$ cat config.mk
export PLATFORM = sky130hd
export DESIGN_NAME = lcd_cmd_sequencer
export DESIGN_NICKNAME = d
export VERILOG_FILES = /design/src/rtl/lcd_pkg.sv /design/src/rtl/lcd_timer.sv /design/src/rtl/lcd_cmd_sequencer.sv
export SDC_FILE = /design/constraint.sdc
export NUM_CORES = 1
export LEC_CHECK = 0
export BUFFER_PORTS_ARGS = -buffer_cell sky130_fd_sc_hd__clkbuf_2
export CORE_MARGIN = 2
export CORE_UTILIZATION = 35
export CTS_BUF_LIST = sky130_fd_sc_hd__clkbuf_16
export DETAILED_ROUTE_END_ITERATION = 8
export PLACE_DENSITY_LB_ADDON = 0.12
export SLEW_MARGIN = 10
export SYNTH_ARGS = -nofsm -noshare
export SYNTH_HDL_FRONTEND = slang
export SYNTH_SLANG_ARGS = --single-unit
$ cat constraint.sdc
create_clock -name clk -period 3 [get_ports clk]
set_input_delay 0 -clock clk [delete_from_list [all_inputs] [get_ports clk]]
set_output_delay 0 -clock clk [all_outputs]
set_load 0.02 [all_outputs]
$ cat src/rtl/lcd_pkg.sv
// Shared types and constants for the HD44780 command sequencer.
package lcd_pkg;

  typedef enum logic [2:0] {
    StOff,
    StPwrup,
    StInitLoad,
    StSetup,
    StEnHi,
    StHold,
    StWait,
    StReady
  } lcd_state_e;

  // HD44780 instruction bytes used by the init ROM.
  localparam logic [7:0] CLEAR        = 8'h01;
  localparam logic [7:0] ENTRY_INC    = 8'h06;
  localparam logic [7:0] DISP_ON      = 8'h0C;
  localparam logic [7:0] WAKE_8BIT    = 8'h30;
  localparam logic [7:0] FUNC_8BIT_2L = 8'h38;

  localparam int unsigned INIT_LEN = 7;

  // Three wake-up bytes, then function set, display on, clear, entry mode.
  localparam logic [7:0] INIT_ROM [INIT_LEN] = '{
    WAKE_8BIT, WAKE_8BIT, WAKE_8BIT, FUNC_8BIT_2L, DISP_ON, CLEAR, ENTRY_INC
  };

  // Clear (0x01) and return-home (0x02/0x03) need the long execution wait.
  function automatic logic is_slow_cmd(input logic rs, input logic [7:0] data);
    return !rs && (data[7:2] == 6'd0) && (data != 8'd0);
  endfunction

  function automatic int unsigned max_u(input int unsigned a, input int unsigned b);
    return (a > b) ? a : b;
  endfunction

endpackage

$ cat src/rtl/lcd_timer.sv
// Loadable down-counter; expires on the last cycle of a loaded interval.
module lcd_timer #(
  parameter int unsigned Width = 8
) (
  input  logic             clk,
  input  logic             rst,
  input  logic             i_load,
  input  logic [Width-1:0] i_load_val,
  output logic [Width-1:0] o_value,
  output logic             o_expired
);

  logic [Width-1:0] r_cnt;

  // Load has priority; otherwise count down and stick at zero.
  always_ff @(posedge clk or negedge rst) begin
    if (!rst) begin
      r_cnt <= '0;
    end else if (i_load) begin
      r_cnt <= i_load_val;
    end else if (r_cnt != '0) begin
      r_cnt <= r_cnt - Width'(1);
    end
  end

  assign o_value   = r_cnt;
  assign o_expired = (r_cnt == Width'(1));

endmodule

$ cat src/rtl/lcd_cmd_sequencer.sv
// HD44780 bus sequencer: power-up, init ROM playback, then CPU bytes over valid/ready.
module lcd_cmd_sequencer
  import lcd_pkg::*;
#(
  parameter int unsigned PWRUP_CYC   = 750000,
  parameter int unsigned WAKE_CYC    = 205000,
  parameter int unsigned SETUP_CYC   = 2,
  parameter int unsigned EN_HIGH_CYC = 12,
  parameter int unsigned HOLD_CYC    = 2,
  parameter int unsigned EXEC_CYC    = 2500,
  parameter int unsigned CLR_CYC     = 82000
) (
  input  logic       clk,
  input  logic       rst,
  input  logic       start,
  input  logic       cmd_valid,
  input  logic       cmd_rs,
  input  logic [7:0] cmd_data,
  output logic       cmd_ready,
  output logic       init_done,
  output logic       busy,
  output logic [7:0] DATA,
  output logic       RS,
  output logic       RW,
  output logic       EN,
  output logic       ON
);

  localparam int unsigned MaxCyc = max_u(max_u(max_u(PWRUP_CYC, WAKE_CYC),
                                               max_u(SETUP_CYC, EN_HIGH_CYC)),
                                         max_u(max_u(HOLD_CYC, EXEC_CYC), CLR_CYC));
  localparam int unsigned CntW = $clog2(MaxCyc + 1);

  if (PWRUP_CYC == 0 || WAKE_CYC == 0 || SETUP_CYC == 0 || EN_HIGH_CYC == 0 ||
      HOLD_CYC == 0 || EXEC_CYC == 0 || CLR_CYC == 0) begin : g_bad_cycle_param
    $fatal(1, "lcd_cmd_sequencer: all cycle-count parameters must be nonzero");
  end

  lcd_state_e      r_state, w_state_d;
  logic [2:0]      r_idx, w_idx_d;
  logic [7:0]      r_data, w_data_d;
  logic            r_rs, w_rs_d;
  logic            r_en, w_en_d;
  logic            r_on, w_on_d;
  logic            r_init_done, w_init_done_d;

  logic            w_load;
  logic [CntW-1:0] w_load_val;
  logic [CntW-1:0] w_wait_val;
  logic [CntW-1:0] w_cnt_value;
  logic            w_expired;

  lcd_timer #(
    .Width (CntW)
  ) u_timer (
    .clk        (clk),
    .rst        (rst),
    .i_load     (w_load),
    .i_load_val (w_load_val),
    .o_value    (w_cnt_value),
    .o_expired  (w_expired)
  );

  // Post-strobe wait for the byte currently on the bus; only the first init byte uses WAKE.
  always_comb begin
    if (!r_init_done && (r_idx == 3'd0)) begin
      w_wait_val = CntW'(WAKE_CYC);
    end else if (is_slow_cmd(r_rs, r_data)) begin
      w_wait_val = CntW'(CLR_CYC);
    end else begin
      w_wait_val = CntW'(EXEC_CYC);
    end
  end

  // Next-state logic; the timer is reloaded on entry to every state.
  always_comb begin
    w_state_d      = r_state;
    w_idx_d        = r_idx;
    w_data_d       = r_data;
    w_rs_d         = r_rs;
    w_on_d         = r_on;
    w_init_done_d  = r_init_done;
    w_load         = 1'b0;
    w_load_val     = '0;

    unique case (r_state)
      StOff: begin
        if (start) begin
          w_state_d  = StPwrup;
          w_on_d     = 1'b1;
          w_load     = 1'b1;
          w_load_val = CntW'(PWRUP_CYC);
        end
      end
      StPwrup: begin
        if (w_expired) begin
          w_state_d = StInitLoad;
          w_idx_d   = 3'd0;
          w_load    = 1'b1;
        end
      end
      StInitLoad: begin
        w_state_d  = StSetup;
        w_data_d   = INIT_ROM[r_idx];
        w_rs_d     = 1'b0;
        w_load     = 1'b1;
        w_load_val = CntW'(SETUP_CYC);
      end
      StSetup: begin
        if (w_expired) begin
          w_state_d  = StEnHi;
          w_load     = 1'b1;
          w_load_val = CntW'(EN_HIGH_CYC);
        end
      end
      StEnHi: begin
        if (w_expired) begin
          w_state_d  = StHold;
          w_load     = 1'b1;
          w_load_val = CntW'(HOLD_CYC);
        end
      end
      StHold: begin
        if (w_expired) begin
          w_state_d  = StWait;
          w_load     = 1'b1;
          w_load_val = w_wait_val;
        end
      end
      StWait: begin
        if (w_expired) begin
          w_load = 1'b1;
          if (!r_init_done && (r_idx < 3'(INIT_LEN - 1))) begin
            w_state_d = StInitLoad;
            w_idx_d   = r_idx + 3'd1;
          end else begin
            w_state_d     = StReady;
            w_init_done_d = 1'b1;
          end
        end
      end
      StReady: begin
        if (cmd_valid) begin
          w_state_d  = StSetup;
          w_data_d   = cmd_data;
          w_rs_d     = cmd_rs;
          w_load     = 1'b1;
          w_load_val = CntW'(SETUP_CYC);
        end
      end
      default: begin
        w_state_d = StOff;
      end
    endcase
  end

  // EN follows the next state so it is a clean register output, high only in StEnHi.
  assign w_en_d = (w_state_d == StEnHi);

  // State and bus output registers; reset drops the bus immediately.
  always_ff @(posedge clk or negedge rst) begin
    if (!rst) begin
      r_state     <= StOff;
      r_idx       <= 3'd0;
      r_data      <= 8'h00;
      r_rs        <= 1'b0;
      r_en        <= 1'b0;
      r_on        <= 1'b0;
      r_init_done <= 1'b0;
    end else begin
      r_state     <= w_state_d;
      r_idx       <= w_idx_d;
      r_data      <= w_data_d;
      r_rs        <= w_rs_d;
      r_en        <= w_en_d;
      r_on        <= w_on_d;
      r_init_done <= w_init_done_d;
    end
  end

  assign cmd_ready = (r_state == StReady);
  assign busy      = (r_state != StOff) && (r_state != StReady);
  assign init_done = r_init_done;
  assign DATA      = r_data;
  assign RS        = r_rs;
  assign RW        = 1'b0;
  assign EN        = r_en;
  assign ON        = r_on;

  logic w_unused_cnt;
  assign w_unused_cnt = ^w_cnt_value;

endmodule

Yosys cells after proc, flatten, opt, wreduce, memory -nomap -nowiden
Memory sizes are Yosys's and may differ from the RTL's.
Cells that the tools add are included.
- $add $sub $neg: 2
- $lt $le $gt $ge: 2
- eq/ne operators: 14
- muxes and demuxes: 33
- bitwise operators: 2
- reductions and logical operators: 21
- operator list (operator ; number):
    $pmux 20 s6 ; 1
    $mux 20 ; 5
    $mux 3 ; 11
    $mux 8 ; 3
    $pmux 3 s8 ; 1
    $eq 20x1->1 const B ; 1
    $reduce_bool 20->1 ; 1
    $sub 20x1->20 const B ; 1
    $mux 17 ; 1
    $pmux 8 s2 ; 1
    $eq 3x3->1 const B ; 5
    $reduce_bool 8->1 ; 1
    $eq 3x2->1 const B ; 2
    $logic_not 3->1 ; 2
    $logic_not 6->1 ; 1
    $pmux 3 s2 ; 1
    $reduce_bool 2->1 ; 3
    $logic_and 1x1->1 ; 5
    $reduce_or 5->1 ; 1
    $ge 4x4->1 const B ; 1
    $mux 1 ; 4
    $mux 2 ; 2
    $mux 4 ; 1
    $ne 2x1->1 const B ; 2
    14 further kinds ; 17
- flip-flop bits (word level): 38
- bits in read-only memories: 64
- memories kept: 1
- memory list (name ; depth ; width ; rd ports ; clocked after memory_dff ; write ports ; RTL line ; text):
    (no name shown) ; 8 ; 8 ; 1 ; 0 ; 0 ; lcd_cmd_sequencer.sv:104 ; w_data_d = INIT_ROM[r_idx];

Depth between registers and ports, before layout
Gate-level depths: netlist of the first run.
- depth in word-level cells: 8
- gate-level depth with buffers: 8

Modules after synthesis
A second synthesis of the first run with hierarchy kept.
- cells, all modules: 295
- area, all modules: 2529.9 um2
- modules (own cells, without submodules) (module ; times used ; cells an instance ; area each (um2) ; seq. area each (um2)):
    lcd_timer ; 1 ; 152 ; 1376.3 ; 500.5
    lcd_cmd_sequencer ; 1 ; 143 ; 1153.6 ; 450.4

Worst setup path after synthesis of the first run
OpenSTA, ideal clock, no wires.
- path kind: reg2reg
- start point: register u_timer.r_cnt[0], in the netlist u_timer.o_value[0]
- end point: register u_timer.r_cnt[18], in the netlist u_timer.o_value[18]
- data arrival time: 2.029 ns
- data required time: 2.870 ns
- path slack: 0.841 ns
- stages on the path, launching flop included: 9
- buffers on the path: 0
- clock period less this slack: 2.159 ns
- cell sequence: dfrtp_1 inv_1 ha_1 nor3b_2 nand3_2 or3_4 or4_4 xor2_1 nor2_1
- longest elaborated chain between the ends: 4
- elaborated cells between the ends (all ways): 10
- RTL lines (item ; RTL line ; text):
    from (decl) ; lcd_timer.sv:13 ; logic [Width-1:0] r_cnt;
    from (signal assigned) ; lcd_timer.sv:20 ; r_cnt <= i_load_val;
    from (signal assigned) ; lcd_timer.sv:22 ; r_cnt <= r_cnt - Width'(1);
    parallel branches: the longest is 4 deep, another holds $sub 20x1->20 ; n/a ;
Several ways; the timed one is not identified. The select of a mux whose other input is x is not followed.
A chain may end at the register's enable or synchronous reset.

Worst setup path in the final report of the first run
Same ends and word-level chain as after synthesis.

==> results by group, run 1 <==
Placed design
  • Hpwl dp: 4143 um
  • Gpl congestion: 0.8543
  • Pre-CTS WS: 0.6002 ns
  • IO Port Bufs: 26
  • Cells after DPL: 364

Timing
  • Tcrit/Tclk final: 79.57%
  • Relative slew slack: 34.74%
  • Final setup vio count: 0
  • Actual slew at the worst max-slew pin: 0.9788 ns
  • Final Critical Period: 2.387 ns
  • Fin Setup TNS: 0 ns
  • Unrepaired setup endpoints after global routing: false
  • Pins Over Slew Limit: 0
  • Setup ws final: 0.6128 ns
  • Final hold viol count: 0
  • FMAX: 0.4189 GHz
  • Clock skew: 0.003627 ns

Global routing
  • Vias in the first global route: 1925
  • Largest net degree at the start of global routing: 39
  • Global-route wire length before repair: 9653 um
  • Initial antenna violation count: 0
  • GRT Total Usage: 16.68%
  • Total grt overflow: 0

Synthesis
  • Synth Warn #: 0
  • Post-synth EDFFs: 0
  • Yosys cell types: 52
  • Syn Inst Count: 268
  • Most used flip-flop cell after synthesis: dfrtp_1
  • Yosys top cell by area: dfrtp_1
  • Synth Area per Inst: 8.572 um2
  • Leading post-synthesis cells by cell area: dfrtp_1, nand2_1, nor2_1
  • Post-synth top area share: 41.39%
  • FFs w/ async S/R, synth: 100.0%
  • Post-synthesis net count: 288
  • Post-synthesis sequential element count: 38
  • Synthesized cell area: 2297 um2
  • Register area share after synthesis: 41.39%

Clock network
  • Post_cts resized: 0
  • CTS buffer count: 5
  • Clk buf depth: 2
  • CTS tree: built
  • Clock Sinks: 38
  • H-tree Lvls: 2
  • Clk Latency, worst-skew pair: 0.28 ns
  • CTS root buf: clkbuf_16
  • Clk pin slew, worst setup/hold paths: 0.06 ns

Min path
  • Hold Path Class: in2reg
  • Min-Delay Endpoint: DATA[0]
  • WHS Path Cells: 3
  • Hold path start: cmd_data[0]

Drt
  • Routed len/inst: 15.20 um
  • DRT iter0 DRCs: 156
  • Routed wire length: 5716 um
  • DR vias: 1945
  • Vias per inst: 5.173
  • Post-route ant nets: 0
  • Pre-antenna DRT Iters: 4
  • Remaining DRCs: 0

Power
  • Leak: 0.001162 uW
  • VDD IR max: 0.2777 mV
  • Power per Cell Area: 396.5 nW/um2

Cells and area
  • Antenna cells: 0
  • Most common cell after layout, fill and taps aside: dfrtp_1
  • # nets final: 318
  • Fillers: 643
  • Commonest cells after routing, fill and taps aside: dfrtp_1, nand2_1, nor2_1, clkbuf_2, o21ai_0
  • Area Growth Syn to Fin: 17.21%
  • Layout cells sized above 1: 16.39%
  • Non-Filler Instances: 376

Die
  • Die extent in y: 85.02 um
  • Die width: 85.02 um
  • Core area: 6350 um2
  • Row count: 29
  • Initial Util: 36.18%
  • IO Pins: 28
  • Die ar.: 7228 um2

Setup path
  • Reg2reg setup slack: 0.61 ns
  • Worst EP required: 3.15 ns
  • WS Path Type: reg2reg
  • Reg2reg start: u_timer.o_value[0]
  • Crit start category: flip-flop
  • Largest fanout on the critical path: 4
  • Reg-to-Reg End: u_timer.o_value[18]
  • Worst reg2reg path depth: 8
  • Worst path arrival time: 2.54 ns
  • Critical Path End Type: flip-flop

Status
  • Outcome: complete, no violations

Job
  • Max-cap check violation count: 0
-- final cells by class --
cell class / instances / area [um2] / share of cell area, %
multi-input combinational: 210 / 1262 / 46.89
tap: 77 / 96.34 / 3.578
timing repair buffer: 36 / 215.2 / 7.993
clock inverter: 3 / 16.27 / 0.6041
inverter: 7 / 26.28 / 0.9758
clock buffer: 5 / 125.1 / 4.647
sequential: 38 / 950.9 / 35.32
-- state kept, by name (all words and copies together) (netlist names) --
signal / flops
init_done: 1
u_timer.o_value: 20
r_idx: 3
RS: 1
r_state: 3
ON: 1
DATA: 8
EN: 1
-- metal layers --
metal  wire, um  vias to the layer above  part of all wire (%)  GRT usage (%)
li1           -                     1000                     -              -
met1       2891                      904                    51          24.00
met2       2586                       34                    45          24.86
met3        169                        7                   3.0          3.307
met4         68                        0                   1.2          6.061
met5          0                        -                     0              0
-- kinds of logic after synthesis --
| group | count (synthesis) | synth area share (%) |
|---|---|---|
| xor+xnor | 17 | 6.481 |
| other cells | 1 | 0.1632 |
| buf+inv | 20 | 3.650 |
| fa+ha+maj | 7 | 3.812 |
| flops | 38 | 41.39 |
| mux | 2 | 0.8715 |
| simple gates | 124 | 27.78 |
| compound gates | 59 | 15.85 |
-- where the power goes --
| part | total (uW) | switching [uW] | internal [uW] | leakage [uW] |
|---|---|---|---|---|
| combinational | 35.8 | 22.9 | 12.9 | 0.000626 |
| sequential | 514 | 0.467 | 514 | 0.000470 |
| clock | 517 | 214 | 303 | 0.0000672 |
-- how the worst max path moves through the flow --
stage	start	end	slack [ns]	cells past startpoint
5_1_grt	u_timer.o_value[1]	u_timer.o_value[18]	0.49	8
2_1_floorplan	u_timer.o_value[0]	u_timer.o_value[18]	0.84	8
3_5_place_dp	u_timer.o_value[1]	u_timer.o_value[18]	0.60	8
6_report	u_timer.o_value[0]	u_timer.o_value[18]	0.61	8
4_1_cts	u_timer.o_value[0]	u_timer.o_value[18]	0.59	8
3_3_place_gp	u_timer.o_value[0]	u_timer.o_value[18]	0.61	8
-- critical path: stages, from the launching register on --
cell     delay, ns
dfrtp_1       0.39
inv_1         0.14
ha_1          0.21
nor3b_2       0.32
nand3_2       0.15
or3_4         0.41
or4_4         0.42
xor2_1        0.14
nor2_1        0.05
-- metrics by stage --
step                total power, uW  area [um2]  utilization (%)  hold slack (ns)
finish                         1068        2693            42.40         0.004670
global route                   1107        2693            42.40          0.03435
CTS                            1085        2693            42.40         0.004858
detailed placement            556.5        2511            39.55           0.2205
global placement              556.8        2511            39.55           0.2134
floorplan                     534.6        2297                -          -0.2956
-- Yosys cell counts (2+ instances only) --
master and instances:
a21oi_1 16, a221oi_1 2, a31oi_1 2, and2_1 3, and3_1 5, buf_2 4, clkbuf_1 8, dfrtp_1 38
ha_1 7, inv_1 7, mux2i_1 2, nand2_1 37, nand2b_1 3, nand3_1 4, nand3b_1 2, nor2_1 33
nor2b_1 3, nor3_1 12, nor4_1 5, nor4b_1 2, o21ai_0 21, o31ai_1 5, or4_1 3, xnor2_1 10
xor2_1 7
-- repair_timing --
action,in CTS,in global routing
hold endpoints to repair,41,0
hold buffers,4,0
buffers inserted,0,0
No activity file was read; power rests on OpenSTA's default activity.
==> run 2, diff against run 1 <==
==> constraint.sdc (replaced) <==
create_clock -name clk -period 2 [get_ports clk]
set_input_delay 0 -clock clk [delete_from_list [all_inputs] [get_ports clk]]
set_output_delay 0 -clock clk [all_outputs]
set_load 0.02 [all_outputs]
==> run 2 against run 1 <==
Compared with the run above: the flow now finishes with violations (setup timing); setup slack lost 0.62 ns; clock skew is 0.0016 ns higher; routed wire length rose by 10%; global-route usage up 1.4 points; clock-buffer cell count did not move; total power is 74% higher; sequential cell count stayed put; first-iteration DRC count fell by 49%; via count increased by 11%.
==> results by group, run 2 (same netlist as run 1, synthesis figures left out) <==
Status
  • Outcome: finished with violations (was complete, no violations)
  • Failing checks: setup timing

Drt
  • Pre-antenna DRT Iters: 4 (unchanged)
  • Post-route ant nets: 0 (unchanged)
  • DRT iter0 DRCs: 80 (was 156)
  • Remaining DRCs: 0 (unchanged)
  • Routed wire length: 6295 um (was 5716 um)
  • DR vias: 2158 (was 1945)
  • Routed len/inst: 14.50 um (was 15.20 um)
  • Vias per inst: 4.972 (was 5.173)

Setup path
  • Critical Path End Type: flip-flop (unchanged)
  • Worst path arrival time: 2.18 ns (was 2.54 ns)
  • Worst EP required: 2.17 ns (was 3.15 ns)
  • Crit start category: flip-flop (unchanged)
  • Largest fanout on the critical path: 3 (was 4)
  • WS Path Type: reg2reg (unchanged)

Timing
  • Unrepaired setup endpoints after global routing: true (was false)
  • Final setup vio count: 1 (was 0)
  • Hold slack: 0.003933 ns (was 0.004670 ns)
  • Tcrit/Tclk final: 100.6% (was 79.57%)
  • FMAX: 0.4971 GHz (was 0.4189 GHz)
  • Fin Setup TNS: -0.01170 ns (was 0 ns)
  • Clock skew: 0.005243 ns (was 0.003627 ns)
  • Pins Over Slew Limit: 0 (unchanged)
  • Final hold viol count: 0 (unchanged)
  • Setup ws final: -0.01170 ns (was 0.6128 ns)
  • Final Critical Period: 2.012 ns (was 2.387 ns)

Cells and area
  • Area Growth Syn to Fin: 45.37% (was 17.21%)
  • Antenna cells: 0 (unchanged)
  • Register area: 953.4 um2 (was 950.9 um2)
  • # nets final: 376 (was 318)
  • Layout cells sized above 1: 38.38% (was 16.39%)
  • Non-Filler Instances: 434 (was 376)
  • Fillers: 609 (was 643)
  • Commonest cells after routing, fill and taps aside: buf_4, dfrtp_1, nand2_1, nor2_1, clkbuf_2 (was dfrtp_1, nand2_1, nor2_1, clkbuf_2, o21ai_0)
  • Most common cell after layout, fill and taps aside: buf_4 (was dfrtp_1)
  • Multi-input logic area: 1408 um2 (was 1262 um2)
  • Max reg flops: 20 (unchanged)

Min path
  • Hold Path Class: in2reg (unchanged)

Clock network
  • CTS root buf: clkbuf_16 (unchanged)
  • H-tree Lvls: 2 (unchanged)
  • Clk pin slew, worst setup/hold paths: 0.06 ns (about the same)
  • Clk Latency, worst-skew pair: 0.28 ns (about the same)
  • Clk buf depth: 2 (unchanged)
  • CTS buffer count: 5 (unchanged)
  • Clock Sinks: 38 (unchanged)
  • CTS tree: built (unchanged)

Global routing
  • Vias in the first global route: 2106 (was 1925)
  • Largest net degree at the start of global routing: 19 (was 39)
  • Global-route wire length before repair: 10450 um (was 9653 um)
  • Total grt overflow: 0 (unchanged)
  • Initial antenna violation count: 0 (unchanged)
  • GRT Total Usage: 18.11% (was 16.68%)

Power
  • VDD IR max: 0.4075 mV (was 0.2777 mV)
  • Leak: 0.001512 uW (was 0.001162 uW)
  • Power per Cell Area: 557.4 nW/um2 (was 396.5 nW/um2)
  • Total power: 1861 uW (was 1068 uW)

Die
  • IO Pins: 28 (unchanged)
  • Initial Util: 36.18% (unchanged)
  • Die width: 85.02 um (unchanged)
  • Row count: 29 (unchanged)
  • Core area: 6350 um2 (unchanged)
  • Die ar.: 7228 um2 (unchanged)
  • Die extent in y: 85.02 um (unchanged)

Placed design
  • Gpl congestion: 0.8278 (was 0.8543)
  • Cells after DPL: 413 (was 364)
  • IO Port Bufs: 26 (unchanged)
  • Hpwl dp: 4693 um (was 4143 um)
  • Pre-CTS WS: -0.07390 ns (was 0.6002 ns)

Job
  • Max-cap check violation count: 0 (unchanged)
run 2: cell count changes in the layout (fill, tap and decap cells not counted), sizes merged:
| cell | change |
|---|---|
| clkinv | -1 |
| buf | +58 |
| bufinv | +2 |
| clkinvlp | -1 |
run 2: worst paths after layout:
check	startpoint	end	slack [ns]	cells past startpoint
max reg2reg	u_timer.o_value[12]	u_timer.o_value[18]	-0.01	5
min in group asynchronous	rst	DATA[6]	0.11	2
min	cmd_data[0]	DATA[0]	0.004	3
min reg2reg	ON	ON	0.46	1
max in group asynchronous	rst	r_idx[2]	1.40	3
max	u_timer.o_value[12]	u_timer.o_value[18]	-0.01	5
run 2: routing by layer:
| layer | up-vias | track usage [%] | share of wire, % |
|---|---|---|---|
| met1 | 1021 | 26.49 | 51 |
| met3 | 4 | 2.626 | 1.9 |
| met2 | 23 | 28.76 | 46 |
| li1 | 1110 | - | - |
| met4 | 0 | 3.463 | 0.64 |
| met5 | - | 0 | 0 |
run 2: final cells by class:
| class | count | area share [%] |
|---|---|---|
| tap | 77 | 2.885 |
| multi-input combinational | 210 | 42.15 |
| clock buffer | 5 | 3.747 |
| inverter | 7 | 0.7868 |
| clock inverter | 3 | 2.061 |
| sequential | 38 | 28.55 |
| timing repair buffer | 94 | 19.82 |
run 2: worst max-delay path, cell delays in order, from the launching register on:
cell     delay, ns
dfrtp_1       0.40
or4_1         0.51
or3_4         0.38
or4_4         0.42
xor2_1        0.14
nor2_1        0.05
run 2: power breakdown:
| part | internal (uW) | switching [uW] | leakage, uW |
|---|---|---|---|
| registers | 771 | 1.06 | 0.000469 |
| logic | 23.2 | 34.4 | 0.000949 |
| clock network | 716 | 315 | 0.0000940 |
run 2: stage by stage:
stage	instance area (um2)	util, %
global route	3339	52.59
CTS	3227	50.82
floorplan	2316	-
finish	3339	52.59
global placement	2898	45.64
detailed placement	2898	45.64
run 2: what timing repair did:
action | CTS | global route
pin swaps | 10 | 13
buffers inserted | 6 | 3
endpoints found under the setup margin | 14 | 24
endpoints found under the hold margin | 41 | 0
hold buffers | 4 | 0
resized for setup | 11 | 29
